===== src/rtl/fp_issue_pipe_reg_if.sv =====
// ----------------------------------------------------------------------------
// fp_issue_pipe_reg_if
// Bundle of signals between the FP issue stage and the FP register-read stage,
// passing through the fp_issue_pipe_reg pipeline register.
//
// Signals:
//   in_valid      [LANES]            per-lane valid from issue stage
//   in_payload    [LANES*PAYLOAD_W]  per-lane payload, lane i at [i*PAYLOAD_W +: PAYLOAD_W]
//   stall                            hold every stage
//   flush                            invalidate every stage and the incoming ops
//   kill_lane     [LANES]            invalidate lane i everywhere
//   out_valid     [LANES]            last-stage per-lane valid
//   out_payload   [LANES*PAYLOAD_W]  last-stage payload
//   occupancy     [OCC_W]            valid entries across all stages
//   delivered_cnt [CNT_W]            saturating count of lane-ops delivered
//
// Modports:
//   master - the issue-side driver (drives inputs, observes outputs)
//   slave  - the pipeline register itself
// ----------------------------------------------------------------------------
interface fp_issue_pipe_reg_if #(
    parameter int LANES     = 2,
    parameter int PAYLOAD_W = 64,
    parameter int DEPTH     = 1,
    parameter int CNT_W     = 16
);
    localparam int OCC_W = $clog2(LANES * DEPTH + 1);

    logic [LANES-1:0]           in_valid;
    logic [LANES*PAYLOAD_W-1:0] in_payload;
    logic                       stall;
    logic                       flush;
    logic [LANES-1:0]           kill_lane;
    logic [LANES-1:0]           out_valid;
    logic [LANES*PAYLOAD_W-1:0] out_payload;
    logic [OCC_W-1:0]           occupancy;
    logic [CNT_W-1:0]           delivered_cnt;

    modport master (
        output in_valid, in_payload, stall, flush, kill_lane,
        input  out_valid, out_payload, occupancy, delivered_cnt
    );

    modport slave (
        input  in_valid, in_payload, stall, flush, kill_lane,
        output out_valid, out_payload, occupancy, delivered_cnt
    );
endinterface


===== src/rtl/fp_issue_pipe_reg.sv =====
// ----------------------------------------------------------------------------
// fp_issue_pipe_reg
// Multi-lane, DEPTH-stage pipeline register between FP issue and FP
// register-read. Supports global stall, global flush (highest priority) and
// per-lane kill, reports the number of valid entries held, and keeps a
// saturating count of lane-ops that left the last stage.
//
// Ports:
//   clk  - clock
//   rst  - asynchronous, active-high reset
//   bus  - fp_issue_pipe_reg_if.slave (inputs, stall/flush/kill, outputs,
//          occupancy, delivered_cnt)
// ----------------------------------------------------------------------------
module fp_issue_pipe_reg #(
    parameter int LANES     = 2,
    parameter int PAYLOAD_W = 64,
    parameter int DEPTH     = 1,
    parameter int CNT_W     = 16
) (
    input  logic                 clk,
    input  logic                 rst,
    fp_issue_pipe_reg_if.slave   bus
);
    localparam int PW      = LANES * PAYLOAD_W;
    localparam int CELLS   = LANES * DEPTH;
    localparam int OCC_W   = $clog2(CELLS + 1);
    localparam int DELTA_W = $clog2(LANES + 1);
    localparam int SUM_W   = CNT_W + DELTA_W;

    // Flattened view of every cell: cell (s, i) sits at index s*LANES + i.
    logic [CELLS-1:0]           vld_all;
    logic [CELLS*PAYLOAD_W-1:0] pay_all;

    for (genvar s = 0; s < DEPTH; s++) begin : g_stage
        for (genvar i = 0; i < LANES; i++) begin : g_lane
            logic                 src_vld;
            logic [PAYLOAD_W-1:0] src_pay;
            logic                 vld_d, vld_q;
            logic [PAYLOAD_W-1:0] pay_d, pay_q;

            if (s == 0) begin : g_src_in
                assign src_vld = bus.in_valid[i];
                assign src_pay = bus.in_payload[i*PAYLOAD_W +: PAYLOAD_W];
            end else begin : g_src_prev
                assign src_vld = vld_all[(s-1)*LANES + i];
                assign src_pay = pay_all[((s-1)*LANES + i)*PAYLOAD_W +: PAYLOAD_W];
            end

            // NOTE: every always_comb output gets a default first, so no path leaves it unassigned (no latch).
            always_comb begin
                vld_d = vld_q & ~bus.kill_lane[i];
                pay_d = pay_q;
                if (bus.flush) begin
                    vld_d = 1'b0;
                end else if (!bus.stall) begin
                    vld_d = src_vld & ~bus.kill_lane[i];
                    pay_d = src_pay;
                end
            end

            // NOTE: payload storage is reset too, because out_payload must read 0 while rst is high.
            always_ff @(posedge clk or posedge rst) begin
                if (rst) begin
                    vld_q <= 1'b0;
                    pay_q <= '0;
                end else begin
                    // NOTE: non-blocking assignments so every stage samples the pre-edge value of its neighbour.
                    vld_q <= vld_d;
                    pay_q <= pay_d;
                end
            end

            assign vld_all[s*LANES + i] = vld_q;
            assign pay_all[(s*LANES + i)*PAYLOAD_W +: PAYLOAD_W] = pay_q;
        end
    end

    assign bus.out_valid   = vld_all[(DEPTH-1)*LANES +: LANES];
    assign bus.out_payload = pay_all[(DEPTH-1)*PW +: PW];

    // Occupancy: popcount over every registered valid bit.
    logic [OCC_W-1:0] occ;
    always_comb begin
        occ = '0;
        for (int k = 0; k < CELLS; k++) begin
            occ = occ + OCC_W'(vld_all[k]);
        end
    end
    assign bus.occupancy = occ;

    // Delivered-op counter. A lane killed on the same edge it would leave
    // is dropped, not delivered.
    logic [LANES-1:0]   leaving;
    logic [DELTA_W-1:0] delta;
    logic [SUM_W-1:0]   sum;
    logic [CNT_W-1:0]   cnt_d, cnt_q;

    assign leaving = bus.out_valid & ~bus.kill_lane;

    always_comb begin
        delta = '0;
        for (int i = 0; i < LANES; i++) begin
            delta = delta + DELTA_W'(leaving[i]);
        end
        sum   = SUM_W'(cnt_q) + SUM_W'(delta);
        cnt_d = cnt_q;
        if (!bus.flush && !bus.stall) begin
            // Wider sum lets the overflow be seen, so the count clamps instead of wrapping.
            if (sum > SUM_W'({CNT_W{1'b1}})) begin
                cnt_d = {CNT_W{1'b1}};
            end else begin
                cnt_d = sum[CNT_W-1:0];
            end
        end
    end

    always_ff @(posedge clk or posedge rst) begin
        if (rst) begin
            cnt_q <= '0;
        end else begin
            cnt_q <= cnt_d;
        end
    end

    assign bus.delivered_cnt = cnt_q;
endmodule


===== src/flat_wrapper.sv =====
// flat-port wrapper written by rule: the top's interface ports become plain ports
module fp_issue_pipe_reg_flat 
#(
    parameter int LANES     = 2,
    parameter int PAYLOAD_W = 64,
    parameter int DEPTH     = 1,
    parameter int CNT_W     = 16
)
  (clk, rst, bus_in_valid, bus_in_payload, bus_stall, bus_flush, bus_kill_lane, bus_out_valid, bus_out_payload, bus_occupancy, bus_delivered_cnt);
  fp_issue_pipe_reg_if #(.LANES(LANES), .PAYLOAD_W(PAYLOAD_W), .DEPTH(DEPTH), .CNT_W(CNT_W)) bus_i ();
  input  logic clk;
  input  logic rst;
  input wire logic [$bits(bus_i.in_valid)-1:0] bus_in_valid;
  input wire logic [$bits(bus_i.in_payload)-1:0] bus_in_payload;
  input wire logic [$bits(bus_i.stall)-1:0] bus_stall;
  input wire logic [$bits(bus_i.flush)-1:0] bus_flush;
  input wire logic [$bits(bus_i.kill_lane)-1:0] bus_kill_lane;
  output wire logic [$bits(bus_i.out_valid)-1:0] bus_out_valid;
  output wire logic [$bits(bus_i.out_payload)-1:0] bus_out_payload;
  output wire logic [$bits(bus_i.occupancy)-1:0] bus_occupancy;
  output wire logic [$bits(bus_i.delivered_cnt)-1:0] bus_delivered_cnt;
  assign bus_i.in_valid = bus_in_valid;
  assign bus_i.in_payload = bus_in_payload;
  assign bus_i.stall = bus_stall;
  assign bus_i.flush = bus_flush;
  assign bus_i.kill_lane = bus_kill_lane;
  assign bus_out_valid = bus_i.out_valid;
  assign bus_out_payload = bus_i.out_payload;
  assign bus_occupancy = bus_i.occupancy;
  assign bus_delivered_cnt = bus_i.delivered_cnt;
  fp_issue_pipe_reg #(.LANES(LANES), .PAYLOAD_W(PAYLOAD_W), .DEPTH(DEPTH), .CNT_W(CNT_W)) u_core (.clk(clk), .rst(rst), .bus(bus_i));
endmodule

===== config.mk =====
export PLATFORM = sky130hd
export DESIGN_NAME = fp_issue_pipe_reg_flat
export DESIGN_NICKNAME = d
export VERILOG_FILES = /design/src/rtl/fp_issue_pipe_reg_if.sv /design/src/rtl/fp_issue_pipe_reg.sv /design/src/flat_wrapper.sv
export SDC_FILE = /design/constraint.sdc
export NUM_CORES = 1
export LEC_CHECK = 0
export CAP_MARGIN = 25
export CORE_MARGIN = 2
export CORE_UTILIZATION = 40
export DETAILED_ROUTE_END_ITERATION = 10
export GPL_TIMING_DRIVEN = 0
export PLACE_DENSITY = 0.84
export SYNTH_ARGS = -nofsm -noshare
export SYNTH_HDL_FRONTEND = slang
export SYNTH_SLANG_ARGS = --single-unit
export TNS_END_PERCENT = 10

===== constraint.sdc =====
create_clock -name clk -period 5.9 [get_ports clk]
set_input_delay 1.475 -clock clk [delete_from_list [all_inputs] [get_ports clk]]
set_output_delay 1.475 -clock clk [all_outputs]
set_load 0.02 [all_outputs]

==> flow_summary.toml <==
[pwr]
ir_worst_vdd_v = 0.0002397
power_w = 0.003191
power.density_nw_per_um2 = 338.8
p_leak_nw = 3.887

[logic_synthesis]
syn_nets = 511
synth_edf_count = 0
synth.largest_area_cell = "dfrtp_1"
synthCells = 372
synth_cell_types = 28
syn_area_per_cell_sq_um = 15.25
post_synth_instance_area_sq_um = 5673
synth_flop_cell = "dfrtp_1"
synthDominantCellAreaShare_pct = 64.40
ys_seq_area_share_pct = 64.40
synthArstFlopShare_pct = 100.0
yosysWarnings = 0
yosys-top-cells-area = "dfrtp_1, mux2_2, nor4_1"
ys_ff_latch = 146

[worst_setup_path]
reg2reg_slack_ps = 3520
slowest_stage = "nor2_1"
path_class = "in2reg"
path_cells = "clkdlybuf4s50_1, nor2_1, clkbuf_1, clkbuf_1, mux2_2"
arrival_ps = 3870
r2r_start = "u_core.g_stage[0].g_lane[0].vld_q$_DFF_PP0_"
reg2reg_depth = 8
required_ps = 6200
r2r_end = "u_core.bus.delivered_cnt[14]$_DFFE_PP0P_"
end_kind = "flop"
cpPeakStageDelay_ps = 550
cp_max_fo = 10
start_kind = "input port"
path_common_cell = "clkbuf_1"

[drt]
first_iter_violations = 152
via_per_inst = 4.909
drcViolationCount = 0
firstDrtPassIters = 4
wl_per_cell_um = 18.01
ant_nets = 0
drt-total-wl_mm = 15.63
num_vias = 4261

[floorplanning]
coreArea_sq_um = 13880
fp.dieW_um = 123.1
start_util_pct = 40.87
ioPinCount = 284
die-area_sq_um = 15150
die_h_um = 123.1
rows = 43

[clock_tree]
cts.path.max_buffers = 2
ctsResizeCount = 0
holdBufCountCts = 0
cts_tree = "done"
cts_buffers = 17
cts_root_buf = "clkbuf_16"
clkSinkCount = 146
path_clk_slew_ps = 60
clkLatencyLatePin_ps = 410
postCtsSetupRepairBufs = 0
htreeDepth = 4

[global_route]
antenna_found_initial = 0
grt_pass1_wl_mm = 24.03
grt_max_degree = 94
grt_usage_pct = 21.14
first_global_vias = 4791
gr-total-overflow = 0

[layout]
layout-drive-gt1-share_pct = 24.71
syn2layout_area_growth_pct = 66.01
diodes = 0
nets = 814

[sta]
tightest_slew_ps = 852.6
fin_hold_ws_ps = 501.7
skew_ps = 2.640
drv_slew = 0
setup_viol = 0
max_freq_ghz = 0.2802
rsz0062_at_grt = "false"
slew-limit-headroom_pct = 43.16
period_share_pct = 60.49
hold_viol = 0
fin_crit_ps = 3569

[flow_run]
cap_violations = 0

[worst_hold_path]
hp-start = "u_core.g_stage[0].g_lane[0].pay_q[62]$_DFFE_PP0P_"
min_path_type = "reg2reg"
whs_path_depth = 1
hold_end = "u_core.g_stage[0].g_lane[0].pay_q[62]$_DFFE_PP0P_"

[placement]
io_buffer_count = 283
hpwl_mm = 11.74
place.gp.congestion = 0.7949

[run_status]
outcome = "finished clean"
[cell usage in the layout, fill, tap and decap left out, types with 2 or more instances in the layout]
master and instances:
clkdlybuf4s50_1 283, o31ai_1 2, clkbuf_1 11, nor3_1 6
bufinv_16 5, clkbuf_8 3, dfrtp_1 146, and3_1 3
nor4_1 7, buf_4 2, nand3_1 6, mux2_2 129
inv_1 5, or4_1 3, mux2i_1 2, ha_1 2
a31oi_1 3, nor2_1 5, nand2_1 9, clkinv_2 2
nand4_1 4, buf_2 6, o21ai_0 4, a21oi_1 6
clkbuf_16 17, nand2b_1 2, xnor2_1 5
[layout make-up]
cell class / instances / area [sq um]
Buffer: 17 / 80.08
Inverter: 6 / 27.53
Sequential cell: 146 / 3654
Clock inverter: 9 / 176.4
Multi-Input combinational cell: 203 / 1917
Fill cell: 969 / 4463
Timing Repair Buffer: 284 / 2860
Tap cell: 180 / 225.2
Clock buffer: 23 / 478.0
[cells in the mapped netlist (3+ instances only)]
cell	number
xnor2_1	5
inv_1	6
nor3_1	6
a31oi_1	3
nand2_1	9
mux2_2	129
buf_2	6
and3_1	3
or4_1	3
nor4_1	7
dfrtp_1	146
clkbuf_1	8
nand3_1	6
o21ai_0	4
nor2_1	5
a21oi_1	6
nand4_1	4
[per-stage QoR]
stage	utilization [%]	std cells	setup WS (ps)	TNS, ps	instance area, sq um
floorplan	-	372	502.0	0	5673
global placement	62.90	835	-1252	-181010	8731
detailed placement	63.13	836	1839	0	8763
CTS	67.85	868	2271	0	9418
global route	67.85	868	2136	0	9418
finish	67.85	868	2331	0	9418
[critical path: cells and delay by family]
kind	cells	cell delay, ps
multiplexers	1	390
buffers and inverters	3	1450
AND/OR/NAND/NOR	1	550
[how the worst max path moves through the flow]
stage,from,end
floorplan,rst,u_core.bus.delivered_cnt[0]$_DFFE_PP0P_
global placement,rst,u_core.g_stage[0].g_lane[0].pay_q[62]$_DFFE_PP0P_
detailed placement,bus_stall,u_core.g_stage[0].g_lane[1].pay_q[49]$_DFFE_PP0P_
CTS,bus_stall,u_core.g_stage[0].g_lane[1].pay_q[11]$_DFFE_PP0P_
global route,bus_stall,u_core.g_stage[0].g_lane[1].pay_q[14]$_DFFE_PP0P_
finish,bus_stall,u_core.g_stage[0].g_lane[1].pay_q[11]$_DFFE_PP0P_
[metal layers]
metal  global-route usage, %  vias to the layer above  part of all wire, %  routed length [um]
met5                       0                        -                    0                   0
met4                   8.949                        0                  2.3                 365
met3                   8.395                       29                  8.4                1320
met2                   38.23                      172                   55                8636
met1                   21.56                     2136                   34                5311
li1                        -                     1924                    -                   -
[sequential cells by signal, indices dropped and copies added (netlist names)]
name                         flops
u_core.g_stage.g_lane.pay_q    128
u_core.bus.delivered_cnt        16
u_core.g_stage.g_lane.vld_q      2
[kinds of logic (layout without fill, tap and decap cells)]
kind of cell,Yosys count,count (layout),share of synthesized area [%]
flip-flops,146,146,64.40
multiplexers,131,131,25.96
AND/OR/NAND/NOR,48,48,4.632
buffers and inverters,23,339,1.808
AO/OA/AOI/OAI,16,16,1.632
XOR/XNOR,5,5,0.7719
adder cells (fa/ha/maj),3,3,0.7939
[where the power goes]
group / switching, W / internal (W)
combinational: 0.000348 / 0.000430
clock: 0.000401 / 0.000784
sequential: 0.0000860 / 0.00114
(Power assumes the default switching activity.)
